**config.mk**
```make
export PLATFORM = sky130hd
export DESIGN_NAME = captura_ie
export DESIGN_NICKNAME = d
export VERILOG_FILES = /design/src/rtl/captura_ie.sv
export SDC_FILE = /design/constraint.sdc
export NUM_CORES = 1
export LEC_CHECK = 0
export CAP_MARGIN = 5
export CORE_MARGIN = 2
export CORE_UTILIZATION = 63
export CTS_CLUSTER_DIAMETER = 30
export DETAILED_ROUTE_END_ITERATION = 8
export PLACE_DENSITY_LB_ADDON = 0.05
export SLEW_MARGIN = 20
export SYNTH_ARGS = -nofsm -noshare
export SYNTH_HDL_FRONTEND = slang
export SYNTH_SLANG_ARGS = --single-unit
```
**constraint.sdc**
```tcl
create_clock -name clk -period 6.6 [get_ports clk]
set_clock_uncertainty 0.1 [all_clocks]
set_input_delay 1.65 -clock clk [delete_from_list [all_inputs] [get_ports clk]]
set_output_delay 1.65 -clock clk [all_outputs]
set_load 0.01 [all_outputs]
```
**src/rtl/captura_ie.sv**
```systemverilog
// Input-capture stage feeding the control panel: per-interface key synchronise and
// debounce, switch-code latching, timed session hold and rejection reporting.

module captura_ie_ch #(
    parameter int DEB_CYCLES  = 4,
    parameter int HOLD_CYCLES = 50000000,
    parameter int ERR_CYCLES  = 25000000,
    parameter int CNT_W       = 26
) (
    input  logic       clk,
    input  logic       rst,
    input  logic [2:0] user_sw,
    input  logic [2:0] func_sw,
    input  logic       btn_n,
    input  logic       auto_ie,
    output logic [2:0] user,
    output logic [2:0] func,
    output logic       active,
    output logic       err
);
    localparam int               DEB_W     = (DEB_CYCLES > 1) ? $clog2(DEB_CYCLES) : 1;
    localparam logic [DEB_W-1:0] DEB_LAST  = DEB_W'(DEB_CYCLES - 1);
    localparam logic [CNT_W-1:0] HOLD_LAST = CNT_W'(HOLD_CYCLES - 1);
    localparam logic [CNT_W-1:0] ERR_LAST  = CNT_W'(ERR_CYCLES - 1);

    typedef enum logic [1:0] {IDLE, CHECK, ACTIVE, ERROR} state_t;

    state_t           state;
    logic             sync1;
    logic             sync2;
    logic [1:0]       sync_vld;
    logic             armed;
    logic             deb_lvl;
    logic [DEB_W-1:0] deb_cnt;
    logic             press;
    logic [CNT_W-1:0] cnt;

    // NOTE: every sequential block uses non-blocking assignments so all registers
    // update together on the edge, independent of statement order.
    always_ff @(posedge clk) begin
        if (rst) begin
            sync1    <= 1'b1;
            sync2    <= 1'b1;
            sync_vld <= 2'b00;
        end else begin
            sync1    <= btn_n;
            sync2    <= sync1;
            sync_vld <= {sync_vld[0], 1'b1};
        end
    end

    // A key held through reset must be seen released before it can produce a press;
    // sync_vld marks when sync2 carries a real post-reset sample rather than its reset 1.
    always_ff @(posedge clk) begin
        if (rst) begin
            armed   <= 1'b0;
            deb_lvl <= 1'b1;
            deb_cnt <= '0;
            press   <= 1'b0;
        end else begin
            press <= 1'b0;
            if (sync_vld[1] && sync2) begin
                armed <= 1'b1;
            end
            if (sync2 == deb_lvl) begin
                deb_cnt <= '0;
            end else if (deb_cnt == DEB_LAST) begin
                deb_lvl <= sync2;
                deb_cnt <= '0;
                press   <= deb_lvl & armed;
            end else begin
                deb_cnt <= deb_cnt + 1'b1;
            end
        end
    end

    always_ff @(posedge clk) begin
        if (rst) begin
            state  <= IDLE;
            user   <= 3'b000;
            func   <= 3'b000;
            active <= 1'b0;
            err    <= 1'b0;
            cnt    <= '0;
        end else begin
            case (state)
                IDLE: begin
                    if (press) begin
                        user  <= user_sw;
                        func  <= func_sw;
                        state <= CHECK;
                    end
                end
                CHECK: begin
                    cnt <= '0;
                    if (auto_ie) begin
                        user  <= 3'b000;
                        func  <= 3'b000;
                        err   <= 1'b1;
                        state <= ERROR;
                    end else begin
                        active <= 1'b1;
                        state  <= ACTIVE;
                    end
                end
                ACTIVE: begin
                    // Panel feedback is deliberately not looked at here.
                    if (press || cnt == HOLD_LAST) begin
                        user   <= 3'b000;
                        func   <= 3'b000;
                        active <= 1'b0;
                        cnt    <= '0;
                        state  <= IDLE;
                    end else begin
                        cnt <= cnt + 1'b1;
                    end
                end
                ERROR: begin
                    if (cnt == ERR_LAST) begin
                        err   <= 1'b0;
                        cnt   <= '0;
                        state <= IDLE;
                    end else begin
                        cnt <= cnt + 1'b1;
                    end
                end
                default: begin
                    user   <= 3'b000;
                    func   <= 3'b000;
                    active <= 1'b0;
                    err    <= 1'b0;
                    cnt    <= '0;
                    state  <= IDLE;
                end
            endcase
        end
    end
endmodule

module captura_ie #(
    parameter int DEB_CYCLES  = 4,
    parameter int HOLD_CYCLES = 50000000,
    parameter int ERR_CYCLES  = 25000000,
    parameter int CNT_W       = 26
) (
    input  logic       clk,
    input  logic       rst,
    input  logic [2:0] ie1_user_sw,
    input  logic [2:0] ie1_func_sw,
    input  logic       ie1_btn_n,
    input  logic [2:0] ie2_user_sw,
    input  logic [2:0] ie2_func_sw,
    input  logic       ie2_btn_n,
    input  logic       auto_ie1,
    input  logic       auto_ie2,
    output logic [2:0] ie1_user,
    output logic [2:0] ie1_func,
    output logic [2:0] ie2_user,
    output logic [2:0] ie2_func,
    output logic       ie1_active,
    output logic       ie2_active,
    output logic       ie1_err,
    output logic       ie2_err
);
    captura_ie_ch #(
        .DEB_CYCLES (DEB_CYCLES),
        .HOLD_CYCLES(HOLD_CYCLES),
        .ERR_CYCLES (ERR_CYCLES),
        .CNT_W      (CNT_W)
    ) u_ie1 (
        .clk    (clk),
        .rst    (rst),
        .user_sw(ie1_user_sw),
        .func_sw(ie1_func_sw),
        .btn_n  (ie1_btn_n),
        .auto_ie(auto_ie1),
        .user   (ie1_user),
        .func   (ie1_func),
        .active (ie1_active),
        .err    (ie1_err)
    );

    captura_ie_ch #(
        .DEB_CYCLES (DEB_CYCLES),
        .HOLD_CYCLES(HOLD_CYCLES),
        .ERR_CYCLES (ERR_CYCLES),
        .CNT_W      (CNT_W)
    ) u_ie2 (
        .clk    (clk),
        .rst    (rst),
        .user_sw(ie2_user_sw),
        .func_sw(ie2_func_sw),
        .btn_n  (ie2_btn_n),
        .auto_ie(auto_ie2),
        .user   (ie2_user),
        .func   (ie2_func),
        .active (ie2_active),
        .err    (ie2_err)
    );
endmodule

```
* Word-level counts from Yosys, hierarchy flattened
Index checks and enable logic that the tools add are counted. W data, S select, Z words.
Word-level totals: register bits 90, latch bits 0, RAM bits 0, memory bits (read-only) 0, input bits 18, output and inout bits 16, memories 0
Cells by class: add/subtract/negate cells 4, multiply operators 0, div/mod/pow operators 0, $lt $le $gt $ge 0, equality and inequality tests 24, shift operators 0, multiplexer cells 42, bitwise operators 6, reduce and logical (&&, ||, !) cells 28
Operators with widths (number):
- $pmux W26 S3 | 2
- $mux W26 | 4
- $add A26 B1 Y26 const B | 2
- $eq A26 B25 Y1 const B | 2
- $eq A26 B26 Y1 const B | 2
- $pmux W3 S3 | 4
- $mux W3 | 8
- $reduce_and A3 Y1 | 6
- $pmux W2 S4 | 2
- $eq A2 B2 Y1 const B | 6
- $mux W1 | 12
- $mux W2 | 6
- $ne A2 B1 Y1 const B | 6
- $reduce_bool A3 Y1 | 4
- $reduce_or A3 Y1 | 4
- $ne A2 B2 Y1 const B | 4
- $pmux W1 S2 | 4
- $reduce_and A4 Y1 | 2
- $reduce_bool A2 Y1 | 4
- $add A2 B1 Y2 const B | 2
- $eq A2 B1 Y1 const B | 2
- $logic_not A2 Y1 | 2
- $not A1 Y1 | 4
- $reduce_and A2 Y1 | 2
- other kinds (4) | 8

* Logic depth before layout (Yosys ltp)
Gate-level depths: netlist of run 1.
depth in word-level cells 4, mapped depth 9, depth with buffers taken out 7

* Modules after synthesis
A second synthesis of run 1 with hierarchy kept.
Unflattened totals: cell total of the unflattened synthesis 542, area, all modules 4539.4 um^2
By module, submodules not included:
- captura_ie_ch (u_ie2) | instances 1, cells an instance 270, area an instance 2278.4 um^2
- captura_ie_ch (u_ie1) | instances 1, cells an instance 272, area an instance 2260.9 um^2

* Worst setup path after synthesis of run 1
No wires, ideal clock.
kind input to register, start in rst, end reg u_ie2.cnt[25], arrival time 2.816 ns, data required time 6.428 ns, setup slack 3.612 ns, stages 6, cell sequence clkbuf_1 a211oi_1 buf_2 buf_2 nand4_1 mux2i_1
RTL lines:
- from (decl) | line 147 | input logic rst,
- to (signal assigned) | line 115 | cnt <= cnt + 1'b1;
- to (signal assigned) | line 124 | cnt <= cnt + 1'b1;
- to (decl) | line 36 | logic [CNT_W-1:0] cnt;

==> results of run 1 <==
==> state kept, by name (all words and copies together), names as in the netlist, 2 cells and up <==
name / cells
u_ie2.user: 3
u_ie1.user: 3
u_ie1.func: 3
u_ie1.state: 2
u_ie1.deb_cnt: 2
u_ie2.sync_vld: 2
u_ie1.cnt: 26
u_ie2.state: 2
u_ie2.deb_cnt: 2
u_ie2.cnt: 26
u_ie2.func: 3
==> worst min-delay path by stage <==
stage / start / to / slack, ns / cells past startpoint
4_1_cts: u_ie1.sync1 / u_ie1.sync2 / 0.32 / 1
5_1_grt: u_ie2.sync1 / u_ie2.sync2 / 0.34 / 1
2_1_floorplan: u_ie1.sync1 / u_ie1.sync2 / 0.29 / 1
3_3_place_gp: u_ie1.sync1 / u_ie1.sync2 / 0.29 / 1
3_5_place_dp: u_ie1.sync1 / u_ie1.sync2 / 0.30 / 1
6_report: u_ie2.sync1 / u_ie2.sync2 / 0.32 / 1
==> placed cells by master, fill, tap and decap left out, drive strengths merged, types with 7 or more instances in the layout <==
| master | count |
|---|---|
| clkdlybuf4s50 | 33 |
| nand4 | 20 |
| or3b | 12 |
| and2 | 10 |
| dfxtp | 88 |
| o21ai | 16 |
| nand2 | 82 |
| ha | 14 |
| a31oi | 24 |
| nor3 | 9 |
| or3 | 14 |
| and4 | 7 |
| o31ai | 8 |
| and3 | 11 |
| nand3 | 46 |
| clkbuf | 11 |
| inv | 22 |
| a21oi | 40 |
| mux2i | 7 |
| nor2 | 29 |
==> worst reg2reg max path, stage by stage (launching register included) <==
cell	delay, ns
dfxtp_1	0.41
ha_1	0.36
nand4_2	0.23
o41ai_4	0.57
o2111ai_2	0.35
or3b_2	0.54
a21oi_1	0.16
==> power by group <==
group          internal (uW)  switching, uW  total, uW
clock                    198            200        398
combinational            108            137        245
sequential               560           18.7        579
==> stage by stage <==
step           total power, uW  setup WS, ns  hold slack, ns  utilization (%)
5_1_grt                   1270          2.82           0.337             73.9
3_3_place_gp               828          2.64           0.292             70.8
2_1_floorplan              762          3.61           0.289                -
6_report                  1220          2.97           0.318             73.9
4_1_cts                   1230          2.98           0.320             73.9
3_5_place_dp               835          2.61           0.298             70.8
==> cell usage after synthesis, types with 6 or more instances <==
library cell	instances
a21oi_1	40
o21ai_0	16
a211oi_1	6
o31ai_1	8
mux2i_1	7
nand2_1	82
nor3_1	9
clkbuf_1	20
nand3_1	45
nand4_1	18
inv_1	21
dfxtp_1	88
ha_1	14
or3_1	14
and3_1	7
and4_1	7
a31oi_1	24
nor2_1	29
or3b_1	8
and2_1	10
==> cell families (layout without fill, tap and decap cells) <==
group	Yosys count	in the layout
AOI/OAI and AO/OA	112	112
muxes	7	7
and+or+nand+nor	277	277
buffers and inverters	51	74
xor gates and xnor gates	5	5
DFF	88	88
adders and majority gates	14	14
==> layer usage <==
layer	GRT usage, %	up-vias	share of wire [%]
met2	43.5	92	48
met5	0	-	0
met4	11.6	0	2.5
li1	-	2045	-
met3	3.26	23	3.7
met1	31.4	1897	45
==> final cells by class <==
| class | instances | area, um^2 | share of cell area [%] |
|---|---|---|---|
| clock buffer | 11 | 151 | 2.98 |
| clock inverter | 5 | 63.8 | 1.26 |
| inverter | 21 | 78.8 | 1.55 |
| multi-input combinational | 415 | 2540 | 50.0 |
| sequential | 88 | 1760 | 34.7 |
| tap | 96 | 120 | 2.37 |
| timing repair buffer | 37 | 360 | 7.10 |
==> flow_metrics.env, run 1 <==
export IMPL_status="finished, final reports clean"
export IMPL_track_usage_pct=25.3
export IMPL_synthSimpleGateAreaFrac_pct=33.3
export IMPL_r2r_end="u_ie2.func[2]"
export IMPL_postCtsHoldBufs=0
export IMPL_synth_edf_count=0
export IMPL_min_period_ns=3.63
export IMPL_min_period_over_period_pct=55.0
export IMPL_max_freq_ghz=0.275
export IMPL_end_kind="register"
export IMPL_avgSynthCellArea_um2=8.18
export IMPL_synthFlopType="dfxtp_1"
export IMPL_cp_slowest_stage_delay_ns=1.03
export IMPL_cp_required_ns=6.74
export IMPL_arrival_ns=3.77
export IMPL_hold_class="reg2reg"
export IMPL_die_w_um=88.8
export IMPL_path_cells="clkdlybuf4s50_1 > buf_4 > nor2b_1 > buf_4 > and2_1 > a31oi_1 > o31ai_1"
export IMPL_antenna_left=0
export IMPL_grt_overflow=0
export IMPL_clk_path_buf_depth=2
export IMPL_startpoint_type="primary input"
export IMPL_numPortBuffers=33
export IMPL_ys_seq_area_share_pct=38.9
export IMPL_synth_xor_area_share_pct=0.967
export IMPL_worst_r2r_setup_slack_ns=3.80
export IMPL_antenna_cells=0
export IMPL_drive_gt1_share_pct=7.80
export IMPL_max_cap_viol_count=0
export IMPL_fillers=549
export IMPL_cts_root_buf="clkbuf_8"
export IMPL_crit_top_cell="buf_4"
export IMPL_post_synth_top_area_cell="dfxtp_1"
export IMPL_reg2regPathDepth=6
export IMPL_path_clk_slew_ns=0.09
export IMPL_die_area_um2=7890
export IMPL_cts_sinks=88
export IMPL_maxSlewHeadroom_pct=37.1
export IMPL_critPathKind="in2reg"
export IMPL_core_um2=6870
export IMPL_placementRows=30
export IMPL_crit_family="buffers and inverters"
export IMPL_antenna_found_initial=0
export IMPL_synth_area_um2=4530
export IMPL_crit_buf_inv=3
export IMPL_htreeDepth=3
export IMPL_die_h_um=88.8
export IMPL_reg2reg_from="u_ie2.cnt[0]"
export IMPL_final_area_um2=5080
export IMPL_final_hold_violation_count=0
export IMPL_crit_fanout=24
export IMPL_cellLeakagePower_uw=0.00173
export IMPL_synth_ff_latch_count=88
export IMPL_drt_total_wl_um=9520
export IMPL_async_flop_share_pct=0
export IMPL_viasPerCell=6.03
export IMPL_path_depth=7
export IMPL_grt_start_max_net_pins=42
export IMPL_critPathCapture="u_ie1.cnt[3]"
export IMPL_dp_cells=657
export IMPL_synth_area_leaders="dfxtp_1, nand2_1, nand3_1, a21oi_1, ha_1"
export IMPL_start_util_pct=66.0
export IMPL_syn_num_nets=586
export IMPL_power_density_nw_per_um2=241
export IMPL_grt_pass1_vias=3698
export IMPL_area_growth_synth_to_final_pct=12.1
export IMPL_synthDistinctLibCells=56
export IMPL_fin_cells=673
export IMPL_fin_tns_setup_ns=0
export IMPL_dr_first_iter_drc_count=195
export IMPL_vias=4057
export IMPL_slowest_stage="clkdlybuf4s50_1"
export IMPL_cp_startpoint="rst"
export IMPL_drc=0
export IMPL_gp_congestion=0.844
export IMPL_synth_compound_area_share_pct=16.1
export IMPL_fin_nets=604
export IMPL_cts_resized=0
export IMPL_rsz0062_at_grt="false"
export IMPL_synth_top_family_by_area="simple AND/OR/NAND/NOR gates"
export IMPL_worst_pin_slew_ns=0.941
export IMPL_wl_per_cell_um=14.1
export IMPL_netlist_area_leader_share_pct=38.9
export IMPL_cts_tree="done"
export IMPL_drt_pass1_iterations=5
export IMPL_synth_adder_area_share_pct=3.87
export IMPL_place_hpwl_um=6650
export IMPL_slew_violations=0
export IMPL_synth_mux_area_share_pct=1.55
export IMPL_grt_first_pass_wirelength_um=16000
export IMPL_dpl_cell_area_um2=4860
export IMPL_synth_warnings=0
export IMPL_cts_buffers=9
export IMPL_peakVddDrop_mv=0.149
export IMPL_cts_setup_buffers=0
export IMPL_io_pins=34
export IMPL_insertion_delay_ns=0.36
export IMPL_setup_viol_count_final=0
export IMPL_postSynthCellCount=554
Power figures use the tool's default switching activity.
==> inputs of run 2 (changes only) <==
--- a/config.mk
+++ b/config.mk
@@ -7,7 +7,7 @@
 export LEC_CHECK = 0
 export CAP_MARGIN = 5
 export CORE_MARGIN = 2
-export CORE_UTILIZATION = 63
+export CORE_UTILIZATION = 59
 export CTS_CLUSTER_DIAMETER = 30
 export DETAILED_ROUTE_END_ITERATION = 8
 export PLACE_DENSITY_LB_ADDON = 0.05
==> constraint.sdc (replaced) <==
create_clock -name clk -period 3.4 [get_ports clk]
set_clock_uncertainty 0.1 [all_clocks]
set_input_delay 0.85 -clock clk [delete_from_list [all_inputs] [get_ports clk]]
set_output_delay 0.85 -clock clk [all_outputs]
set_load 0.01 [all_outputs]
==> flow_metrics.env, run 2 (synthesis results as in run 1) <==
export IMPL_status="finished, final reports clean"
export IMPL_grt_overflow=0
export IMPL_min_period_over_period_pct=82.1
export IMPL_antenna_cells=0
export IMPL_path_clk_slew_ns=0.08
export IMPL_cts_setup_buffers=0
export IMPL_min_from="u_ie2.sync1"
export IMPL_grt_pass1_vias=3689
export IMPL_cp_slowest_stage_delay_ns=0.59
export IMPL_slowest_stage="o41ai_4"
export IMPL_hold_end="u_ie2.sync2"
export IMPL_worst_pin_slew_ns=0.866
export IMPL_final_hold_violation_count=0
export IMPL_cts_sinks=88
export IMPL_critPathKind="reg2reg"
export IMPL_pwr_share_comb_pct=20.3
export IMPL_place_hpwl_um=6780
export IMPL_drive_gt1_share_pct=7.96
export IMPL_antenna_left=0
export IMPL_startpoint_type="register"
export IMPL_placementRows=31
export IMPL_slew_violations=0
export IMPL_setup_viol_count_final=0
export IMPL_swShare_pct=28.3
export IMPL_layout_common_cells="dfxtp_1, nand2_1, nand3_1, a21oi_1, clkdlybuf4s50_1"
export IMPL_die_w_um=91.6
export IMPL_min_path_cells=1
export IMPL_antenna_found_initial=0
export IMPL_viasPerCell=5.91
export IMPL_fillers=594
export IMPL_grt_first_pass_wirelength_um=16600
export IMPL_post_route_util_pct=69.4
export IMPL_drt_pass1_iterations=4
export IMPL_hold_class="reg2reg"
export IMPL_reg2regPathDepth=6
export IMPL_fin_nets=605
export IMPL_cts_tree="done"
export IMPL_numPortBuffers=33
export IMPL_cts_root_buf="clkbuf_8"
export IMPL_multi_input_area_um2=2540
export IMPL_end_kind="register"
export IMPL_drc=0
export IMPL_largestRegisters="u_ie1.cnt: 26 flops, u_ie2.cnt: 26 flops"
export IMPL_postCtsHoldBufs=0
export IMPL_cp_required_ns=3.59
export IMPL_cellLeakagePower_uw=0.00174
export IMPL_rsz0062_at_grt="false"
export IMPL_cts_resized=0
export IMPL_io_pins=34
export IMPL_drt_total_wl_um=9680
export IMPL_max_cap_viol_count=0
export IMPL_arrival_ns=2.98
export IMPL_area_growth_synth_to_final_pct=12.3
export IMPL_insertion_delay_ns=0.36
export IMPL_fin_tns_setup_ns=0
export IMPL_start_util_pct=61.8
export IMPL_min_period_ns=2.79
export IMPL_maxSlewHeadroom_pct=42.2
export IMPL_die_area_um2=8400
export IMPL_clk_path_buf_depth=2
export IMPL_gp_congestion=0.854
export IMPL_power_switching_uw=670
export IMPL_htreeDepth=3
export IMPL_seq_area_um2=1760
export IMPL_r2r_end="u_ie2.user[2]"
export IMPL_wl_per_cell_um=14.3
export IMPL_max_freq_ghz=0.358
export IMPL_fin_hold_ws_ns=0.313
export IMPL_track_usage_pct=23.9
export IMPL_core_um2=7330
export IMPL_final_common_cell="dfxtp_1"
export IMPL_die_h_um=91.6
export IMPL_power_density_nw_per_um2=465
export IMPL_power_frac_seq_pct=47.4
export IMPL_peakVddDrop_mv=0.401
export IMPL_worst_r2r_setup_slack_ns=0.61
export IMPL_cell_internal_pwr_uw=1700
export IMPL_grt_start_max_net_pins=42
export IMPL_vias=4003
export IMPL_path_cells="ha_1 > nand4_2 > o41ai_4 > o2111ai_2 > or3b_2 > a21oi_1"
export IMPL_crit_fanout=12
export IMPL_cts_buffers=9
export IMPL_dr_first_iter_drc_count=152
export IMPL_clockPowerShare_pct=32.3
export IMPL_reg2reg_from="u_ie2.cnt[0]"
==> run 2: layer usage <==
metal	vias up	global-route usage (%)	routed length, um
li1	2044	-	-
met1	1858	29.2	4350
met2	83	41.5	4740
met3	18	5.26	409
met4	0	8.21	180
met5	-	0	0
==> run 2: power groups by stage <==
stage / sequential, uW / clock (uW) / combinational (uW)
floorplan: 1160 / 0 / 321
global placement: 1140 / 0 / 468
detailed placement: 1150 / 0 / 484
CTS: 1120 / 787 / 486
global route: 1130 / 824 / 532
finish: 1120 / 764 / 482
==> run 2: worst max-delay path by stage <==
stage                       from             to  slack (ns)  cells past startpoint
floorplan           u_ie1.cnt[0]  u_ie1.func[0]        1.09                      8
finish              u_ie2.cnt[0]  u_ie2.user[2]        0.61                      6
detailed placement           rst  u_ie2.cnt[25]        0.60                      5
CTS                 u_ie2.cnt[0]  u_ie2.user[2]        0.58                      6
global placement    u_ie2.cnt[0]  u_ie2.func[2]        0.65                      6
global route        u_ie2.cnt[0]  u_ie2.user[2]        0.41                      6
==> run 2: critical path: cells and delay by family, from the launching register on <==
kind / cells / cell delay [ns]
flops: 1 / 0.41
simple gates: 2 / 0.77
compound gates: 3 / 1.10
fa+ha+maj: 1 / 0.35
==> run 2: per-stage QoR <==
step                instances  setup WS (ns)  power [uW]  instance area (um^2)
floorplan                 554           1.09        1480                  4530
detailed placement        661          0.598        1630                  4870
finish                    677          0.607        2370                  5090
global route              677          0.410        2480                  5090
global placement          661          0.652        1610                  4870
CTS                       677          0.583        2400                  5090
==> run 2: cell type report <==
cell class / instances / share of cell area (%)
Inverter: 21 / 1.55
Clock inverter: 4 / 1.01
Timing Repair Buffer: 38 / 7.23
Multi-Input combinational cell: 415 / 49.9
Tap cell: 99 / 2.43
Sequential cell: 88 / 34.6
Clock buffer: 12 / 3.24
